==> src/rtl/priority_encoder_seq.sv <==
// Purpose : sticky pending-request register that issues one binary code per valid/ready transfer.
// Latency : request sampled at edge N is visible in pending after N, and is issued on y/valid at edge N+1 if the output is free.
// Backpress: while valid && !ready, y/valid hold and new requests keep merging into pending.
//
// Ports:
//   clk, rst       rising-edge clock, synchronous active-high reset
//   en, d          request capture enable and request lines (d[i] requests code i)
//   ready          downstream accepts y when valid=1
//   y, valid       registered code and its valid flag
//   pending        registered pending-request bits
//   busy           valid OR any request pending (combinational)
//
// Optional build macro: PRIORITY_ROUND_ROBIN_EN selects a rotating-pointer
// arbiter instead of fixed lowest-index priority.
// WIDTH must be a power of 2 (>= 2) so the index arithmetic wraps naturally.
module priority_encoder_seq #(
   parameter int WIDTH = 4
) (
   input  logic                       clk,
   input  logic                       rst,
   input  logic                       en,
   input  logic [0:WIDTH-1]           d,
   input  logic                       ready,
   output logic [$clog2(WIDTH)-1:0]   y,
   output logic                       valid,
   output logic [0:WIDTH-1]           pending,
   output logic                       busy
);

   localparam int CODE_W = $clog2(WIDTH);

   logic [CODE_W-1:0] sel_idx;
   logic              out_free;
   logic              load;
   logic [0:WIDTH-1]  clear_onehot;
   logic [0:WIDTH-1]  pending_next;

`ifdef PRIORITY_ROUND_ROBIN_EN
   logic [CODE_W-1:0] ptr;
   logic [CODE_W-1:0] scan_idx;

   // Scan from the farthest offset down to offset 0 so the last write
   // (smallest offset from ptr) wins; CODE_W-wide addition wraps mod WIDTH.
   always_comb begin
      sel_idx  = '0;
      scan_idx = '0;
      for (int off = WIDTH - 1; off >= 0; off--) begin
         scan_idx = ptr + CODE_W'(off);
         if (pending[scan_idx]) begin
            sel_idx = scan_idx;
         end
      end
   end
`else
   // Descending scan: the lowest set index is written last and wins.
   always_comb begin
      sel_idx = '0;
      for (int i = WIDTH - 1; i >= 0; i--) begin
         if (pending[i]) begin
            sel_idx = CODE_W'(i);
         end
      end
   end
`endif

   assign out_free = !valid || ready;
   assign load     = out_free && (pending != '0);

   always_comb begin
      clear_onehot = '0;
      if (load) begin
         clear_onehot[sel_idx] = 1'b1;
      end
   end

   // Set after clear: a re-request of the bit being issued stays pending.
   assign pending_next = (pending & ~clear_onehot) | (en ? d : '0);

   always_ff @(posedge clk) begin
      if (rst) begin
         pending <= '0;
         valid   <= 1'b0;
         y       <= '0;
      end else begin
         pending <= pending_next;
         if (load) begin
            y     <= sel_idx;
            valid <= 1'b1;
         end else if (out_free) begin
            // Nothing to issue: drop valid, keep the last code on y.
            valid <= 1'b0;
         end
      end
   end

`ifdef PRIORITY_ROUND_ROBIN_EN
   always_ff @(posedge clk) begin
      if (rst) begin
         ptr <= '0;
      end else if (load) begin
         ptr <= sel_idx + CODE_W'(1);
      end
   end
`endif

   assign busy = valid || (pending != '0);

endmodule

==> config.mk <==
export PLATFORM = sky130hd
export DESIGN_NAME = priority_encoder_seq
export DESIGN_NICKNAME = d
export VERILOG_FILES = /design/src/rtl/priority_encoder_seq.sv
export SDC_FILE = /design/constraint.sdc
export NUM_CORES = 1
export LEC_CHECK = 0
export BUFFER_PORTS_ARGS = -buffer_cell sky130_fd_sc_hd__clkbuf_2
export CORE_AREA = 2 2 39 41
export CTS_CLUSTER_SIZE = 10
export DETAILED_ROUTE_END_ITERATION = 8
export DIE_AREA = 0 0 41 43
export PLACE_DENSITY_LB_ADDON = 0.15
export SLEW_MARGIN = 20
export SYNTH_ARGS = -nofsm -noshare
export SYNTH_HDL_FRONTEND = slang
export SYNTH_SLANG_ARGS = --single-unit
==> constraint.sdc <==
create_clock -name clk -period 1.3 [get_ports clk]
set_clock_uncertainty 0.15 [all_clocks]
set_input_delay 0.195 -clock clk [delete_from_list [all_inputs] [get_ports clk]]
set_output_delay 0.195 -clock clk [all_outputs]
set_load 0.05 [all_outputs]
Yosys cells after proc, flatten, opt, wreduce, memory -nomap -nowiden
Cells that the tools add are included.

Bits in registers: 7. Bits of input ports: 8. Logic and storage cells: 26.

$lt $le $gt $ge: 2. Bitwise operators: 4. Reduce and logical (&&, ||, !) cells: 7. Mux-type cells: 10.

Operator list (count): $mux 2 (4); $mux 4 (2); $and 4x4->4 (1); $not 4->4 (1); $or 4x4->4 (1); $reduce_bool 4->1 (1); $ge 3x3->1 const B (1); $lt 3x1->1 const B (1); $mux 1 (3); $not 2->3 (1); $demux 1 s2 (1); $logic_and 1x1->1 (2); $logic_or 1x1->1 (2); $reduce_bool 2->1 (1); $logic_not 1->1 (1).

Longest topological paths before layout
Gate-level depths: netlist of the first run.

Depth in word-level cells: 13. Depth in mapped cells: 4. Mapped depth without buffers: 3.

Worst setup path after synthesis of the first run
Ideal clock, no wire load.

Kind: reg-to-output. From: register pending[1] (netlist name). To: output port busy. Path slack: -0.371 ns. Arrival time: 1.326 ns. Stages on the path, launching flop included: 3. Data required time: 0.955 ns. Cells stage by stage: dfxtp_1 > nor4_2 > nand2b_1.

Cells in the longest elaborated chain, start to end: 2.

RTL lines: from (decl) (RTL line 26) `output logic [0:WIDTH-1] pending,`; from (signal assigned) (RTL line 85) `pending <= pending_next;`; $reduce_bool 4->1 (RTL line 106) `assign busy = valid || (pending != '0);`; $logic_or 1x1->1 (RTL line 106); to (decl) (RTL line 27) `output logic busy`.

No other way between the ends.

Worst setup path in the final report of the first run
From: register pending[3] (netlist name). To: output port busy.

Same word-level chain as after synthesis.

==> results of run 1 <==
-- metal layers --
| metal | GRT usage (%) | vias to the layer above | wire length [microns] |
|---|---|---|---|
| li1 | - | 169 | - |
| met1 | 12.8 | 143 | 362 |
| met2 | 14.7 | 13 | 369 |
| met3 | 7.85 | 2 | 59 |
| met4 | 6.00 | 0 | 10 |
| met5 | 0 | - | 0 |
-- sequential cells by signal (all words and copies together) (netlist names) --
register,flops
pending,4
y,2
valid,1
-- cells in the mapped netlist (2+ instances only) --
cell      n  area [sq um]
a21oi_1   5          25.0
dfxtp_1   7           140
nand2_1   3          11.3
nand2b_1  2          12.5
nor2_1    3          11.3
o21ai_0   3          15.0
-- per-stage QoR --
step                setup WS, ps  hold WS [ps]
floorplan                  -52.9           104
global placement           -26.7           279
detailed placement         -33.0           275
CTS                         -245          10.4
global route                -303          14.5
finish                      -230          16.3
-- power by group through the flow --
stage | clock [mW] | sequential [mW] | combinational (mW)
after floorplan | 0 | 0.298 | 0.0687
after global placement | 0 | 0.248 | 0.168
after detailed placement | 0 | 0.248 | 0.167
after CTS | 0.207 | 0.243 | 0.194
after global routing | 0.230 | 0.244 | 0.220
final | 0.198 | 0.243 | 0.207
-- final cells by class --
cell class / instances / area [sq um] / area share (%)
flip-flops and latches: 7 / 154 / 28.1
repair buffers: 21 / 168 / 30.6
clock buffers: 4 / 26.3 / 4.79
inverters: 1 / 3.75 / 0.685
multi-input cells: 24 / 176 / 32.2
well taps: 16 / 20.0 / 3.65
-- worst max-delay path, cell delays in order (launching register included) --
cell       delay (ps)
dfxtp_4           340
nor4_4            340
nand2b_4           80
clkbuf_16         170
-- kinds of logic after synthesis --
family / Yosys count / share of synthesized area, %
buffers and inverters: 2 / 4.88
AO/OA/AOI/OAI: 12 / 24.4
flip-flops: 7 / 45.5
AND/OR/NAND/NOR: 12 / 25.2
-- final timing paths --
kind / startpoint / endpoint / slack (ps) / cells after the start
hold / removal: d[1] / pending[1]$_SDFF_PP0_ / 20 / 3
setup reg to reg: pending[3]$_SDFF_PP0_ / y[1]$_SDFFE_PP0P_ / -110 / 5
setup / recovery: pending[3]$_SDFF_PP0_ / busy / -230 / 3
hold reg to reg: y[0]$_SDFFE_PP0P_ / y[0]$_SDFFE_PP0P_ / 320 / 2
-- timing repair --
action	CTS	global route
resized for setup	6	11
pin swaps	1	3
hold buffers	0	0
buffers inserted	1	1
endpoints found under the setup margin	5	7
==> results by group, run 1 <==
Status
  – Status: finished, violations left
  – Failing checks: negative setup slack

Route
  – 1st-iter DRT viols: 0
  – Via/cell ratio: 4.48
  – DRC: 0
  – DR pass1 iterations: 1
  – Routed Antenna Nets: 0
  – Wirelength per Cell: 11.0 microns
  – Via count: 327
  – Routed WL: 801 microns

Layout
  – Layout area overhead: 78.0%
  – Antenna Cells: 0
  – Final #Nets: 66
  – Most common cell after layout, fill and taps aside: clkbuf_2
  – Commonest non-fill, non-tap cells in the layout: clkbuf_2 (10), clkbuf_4 (5), buf_4 (5)
  – Share of cells above drive strength 1: 61.4%
  – Layout Cells excl Fill: 73
  – Final instance area: 548 sq um
  – Layout Utilization: 39.6%
  – Fill cells: 148

GRT
  – GRT Total Usage: 11.1%
  – First-pass GRT wire length: 1210 microns
  – Largest net degree at the start of global routing: 10
  – Vias in the first global route: 280
  – GRT Residual Overflow: 0
  – Initial antenna violation count: 0

Power
  – Pwr Total: 0.648 mW
  – Int Pwr: 0.439 mW
  – Logic gate share of total power: 31.9%
  – Psw: 0.209 mW
  – Clock power frac: 30.5%
  – Pwr dens: 1180 nW/um^2
  – Net Sw Frac: 32.2%
  – Worst IR Drop VDD: 0.616 mV
  – Part of the power in registers: 37.5%
  – Leak: 0.242 nW

Timing
  – Tmin final: 1530 ps
  – Tcrit/Tclk final: 118%
  – Final hold viol count: 0
  – Pins Over Slew Limit: 0
  – Worst-Margin Slew: 291 ps
  – Max frequency: 0.654 GHz
  – Worst slew margin: 80.4%
  – Post-Route Setup TNS: -372 ps
  – Final Setup Violations: 4
  – Unrepaired setup endpoints after global routing: true
  – Final worst-path setup slack: -230 ps

Synthesis
  – Post-Syn Instances: 33
  – Distinct cells, synth: 16
  – YS warnings: 0
  – Post-Syn Nets: 41
  – Yosys reg bits: 7
  – Avg Cell Area, Syn: 9.33 sq um
  – Ys async rst share: 0%
  – Number of enable flip-flop cells after synthesis: 0
  – Synth Flop Type: dfxtp_1
  – Mapped cell area: 308 sq um
  – Seq/Total Area, Yosys: 45.5%

Setup path
  – CP Launch Type: register
  – Worst Path Required: 950 ps
  – Worst-path maximum fanout: 2
  – Crit Path Class: register to output port
  – CP arrival: 1190 ps
  – CP endpoint kind: output port

Floorplanning
  – Initial Utilization: 22.2%
  – Die Footprint: 1760 sq um
  – Die Y: 43 microns
  – Rows: 14
  – IO Pins: 16
  – Placeable Area: 1380 sq um
  – Die W: 41 microns

Clocking
  – CTS buffer count: 3
  – H-tree depth: 1
  – TritonCTS Sinks: 7
  – Clk_lat worst skew: 250 ps
  – CTS tree: yes
  – Clk slew on worst S/H paths: 50 ps
  – Clk root buf: clkbuf_4
  – Deepest clock path buffer count: 2

Placed design
  – Placed Cells: 67
  – PortBufs: 15
  – RD Place Congestion: 0.688
  – Dpl cell area: 452 sq um

Run
  – Maxcap violations: 0

Hold path
  – Hold Path Class: input port to register
Power figures use the tool's default switching activity.
==> run 2: changes to the inputs <==
Settings changed: REMOVE_ABC_BUFFERS set to 1.
==> results by group, run 2 (same netlist as run 1, synthesis figures left out) <==
Status
  – Status: finished, violations left
  – Failing checks: negative setup slack

GRT
  – First-pass GRT wire length: 1470 microns
  – Top Usage Layer GRT: met2
  – GRT Total Usage: 12.7%
  – Vias in the first global route: 348
  – M2 GR Usage: 19.1%
  – Largest net degree at the start of global routing: 10
  – Initial antenna violation count: 0
  – GRT Residual Overflow: 0
  – Met1 Usage GRT: 14.1%
  – M3 GR Usage: 5.24%

Route
  – DRC: 0
  – Routed Antenna Nets: 0
  – Via/cell ratio: 4.62
  – Routed WL: 899 microns
  – Via count: 360
  – Wirelength per Cell: 11.5 microns
  – DR pass1 iterations: 2
  – 1st-iter DRT viols: 6

Layout
  – Most flop-heavy register: pending
  – Layout area overhead: 104%
  – Regs by FF count: pending: 4 flops, y: 2 flops, valid: 1 flops
  – Layout Cells excl Fill: 78
  – Layout Utilization: 45.5%
  – Final instance area: 629 sq um
  – Commonest non-fill, non-tap cells in the layout: clkbuf_2 (10), buf_4 (8), a21oi_1 (4), dfxtp_4 (4)
  – Antenna Cells: 0
  – Max FFs per register: 4
  – Final #Nets: 71
  – Most common cell after layout, fill and taps aside: clkbuf_2
  – Share of cells above drive strength 1: 62.9%

Setup path
  – R2R cell count: 4
  – Worst Setup EP: busy
  – CP Launch Type: register
  – CP startpoint: pending[0]$_SDFF_PP0_
  – Crit Path Class: register to output port
  – R2r startpoint: pending[0]$_SDFF_PP0_
  – CP arrival: 1150 ps
  – Reg-to-reg setup timing slack: -130 ps
  – CP endpoint kind: output port
  – Critical R2R Capture: y[1]$_SDFFE_PP0P_
  – Worst-path maximum fanout: 2
  – Worst Path Required: 950 ps

Placed design
  – DP Wirelength: 578 microns
  – Place WS: -28.0 ps
  – RD Place Congestion: 0.631
  – PortBufs: 15
  – Placed Cells: 70
  – Dpl cell area: 444 sq um

Clocking
  – H-tree depth: 1
  – Clk slew on worst S/H paths: 50 ps
  – Deepest clock path buffer count: 2
  – CTS Hold Buffers Added: 0
  – TritonCTS Sinks: 7
  – Clk root buf: clkbuf_4
  – CTS tree: yes
  – Clk_lat worst skew: 250 ps
  – CTS buffer count: 3

Timing
  – Pins Over Slew Limit: 0
  – Max frequency: 0.670 GHz
  – Tcrit/Tclk final: 115%
  – Final worst-path setup slack: -193 ps
  – Worst hold slack: 16.7 ps
  – Worst-Margin Slew: 277 ps
  – Worst slew margin: 81.6%
  – Final Setup Violations: 4
  – Unrepaired setup endpoints after global routing: true
  – Post-Route Setup TNS: -404 ps
  – Final hold viol count: 0
  – Tmin final: 1490 ps

Floorplanning
  – IO Pins: 16
  – Die Y: 43 microns
  – Initial Utilization: 22.2%
  – Placeable Area: 1380 sq um
  – Rows: 14
  – Die W: 41 microns
  – Die Footprint: 1760 sq um

Run
  – Maxcap violations: 0

Power
  – Leak: 0.283 nW
  – Pwr Total: 0.663 mW
  – Worst IR Drop VDD: 0.376 mV
  – Pwr dens: 1050 nW/um^2

Hold path
  – Hold Path Class: input port to register
## run 2: cell count changes in the layout (fill, tap and decap cells not counted), moves of 2 or more
cell	delta
dfxtp_2	-2
buf_4	+3
buf_6	+2
clkbuf_4	-2
## run 2: worst min-delay path by stage
stage               start                     to  slack (ps)  depth (start not counted)
global route         d[1]  pending[1]$_SDFF_PP0_          20                          3
global placement     d[3]  pending[3]$_SDFF_PP0_         280                          3
CTS                  d[3]  pending[3]$_SDFF_PP0_           3                          3
floorplan             rst  pending[1]$_SDFF_PP0_         110                          1
detailed placement   d[2]  pending[2]$_SDFF_PP0_         280                          3
finish               d[1]  pending[1]$_SDFF_PP0_          20                          3
## run 2: timing repair
item,CTS,global route
setup endpoints to repair,6,7
gates resized for setup,22,7
pin swaps,2,4
setup buffers,3,2
hold endpoints to repair,0,0
## run 2: area by class of cell
class	count	area (sq um)
fill	147	754
timing repair buffer	26	236
multi-input combinational	24	188
sequential	7	155
clock buffer	4	26.3
tap	16	20.0
inverter	1	3.75
## run 2: power by group
group	internal (mW)	switching, mW
logic	0.101	0.120
registers	0.226	0.0138
clock network	0.117	0.0855
## run 2: routing by layer
layer  routed length [microns]  up-vias
li1                          -      178
met1                       333      169
met2                       496       13
met3                        68        0
met4                         0        0
met5                         0        -
## run 2: worst max-delay path, cell delays in order, from the launching register on
cell and delay (ps):
dfxtp_4 350, nor4_4 280, nand2b_1 90, clkbuf_8 180
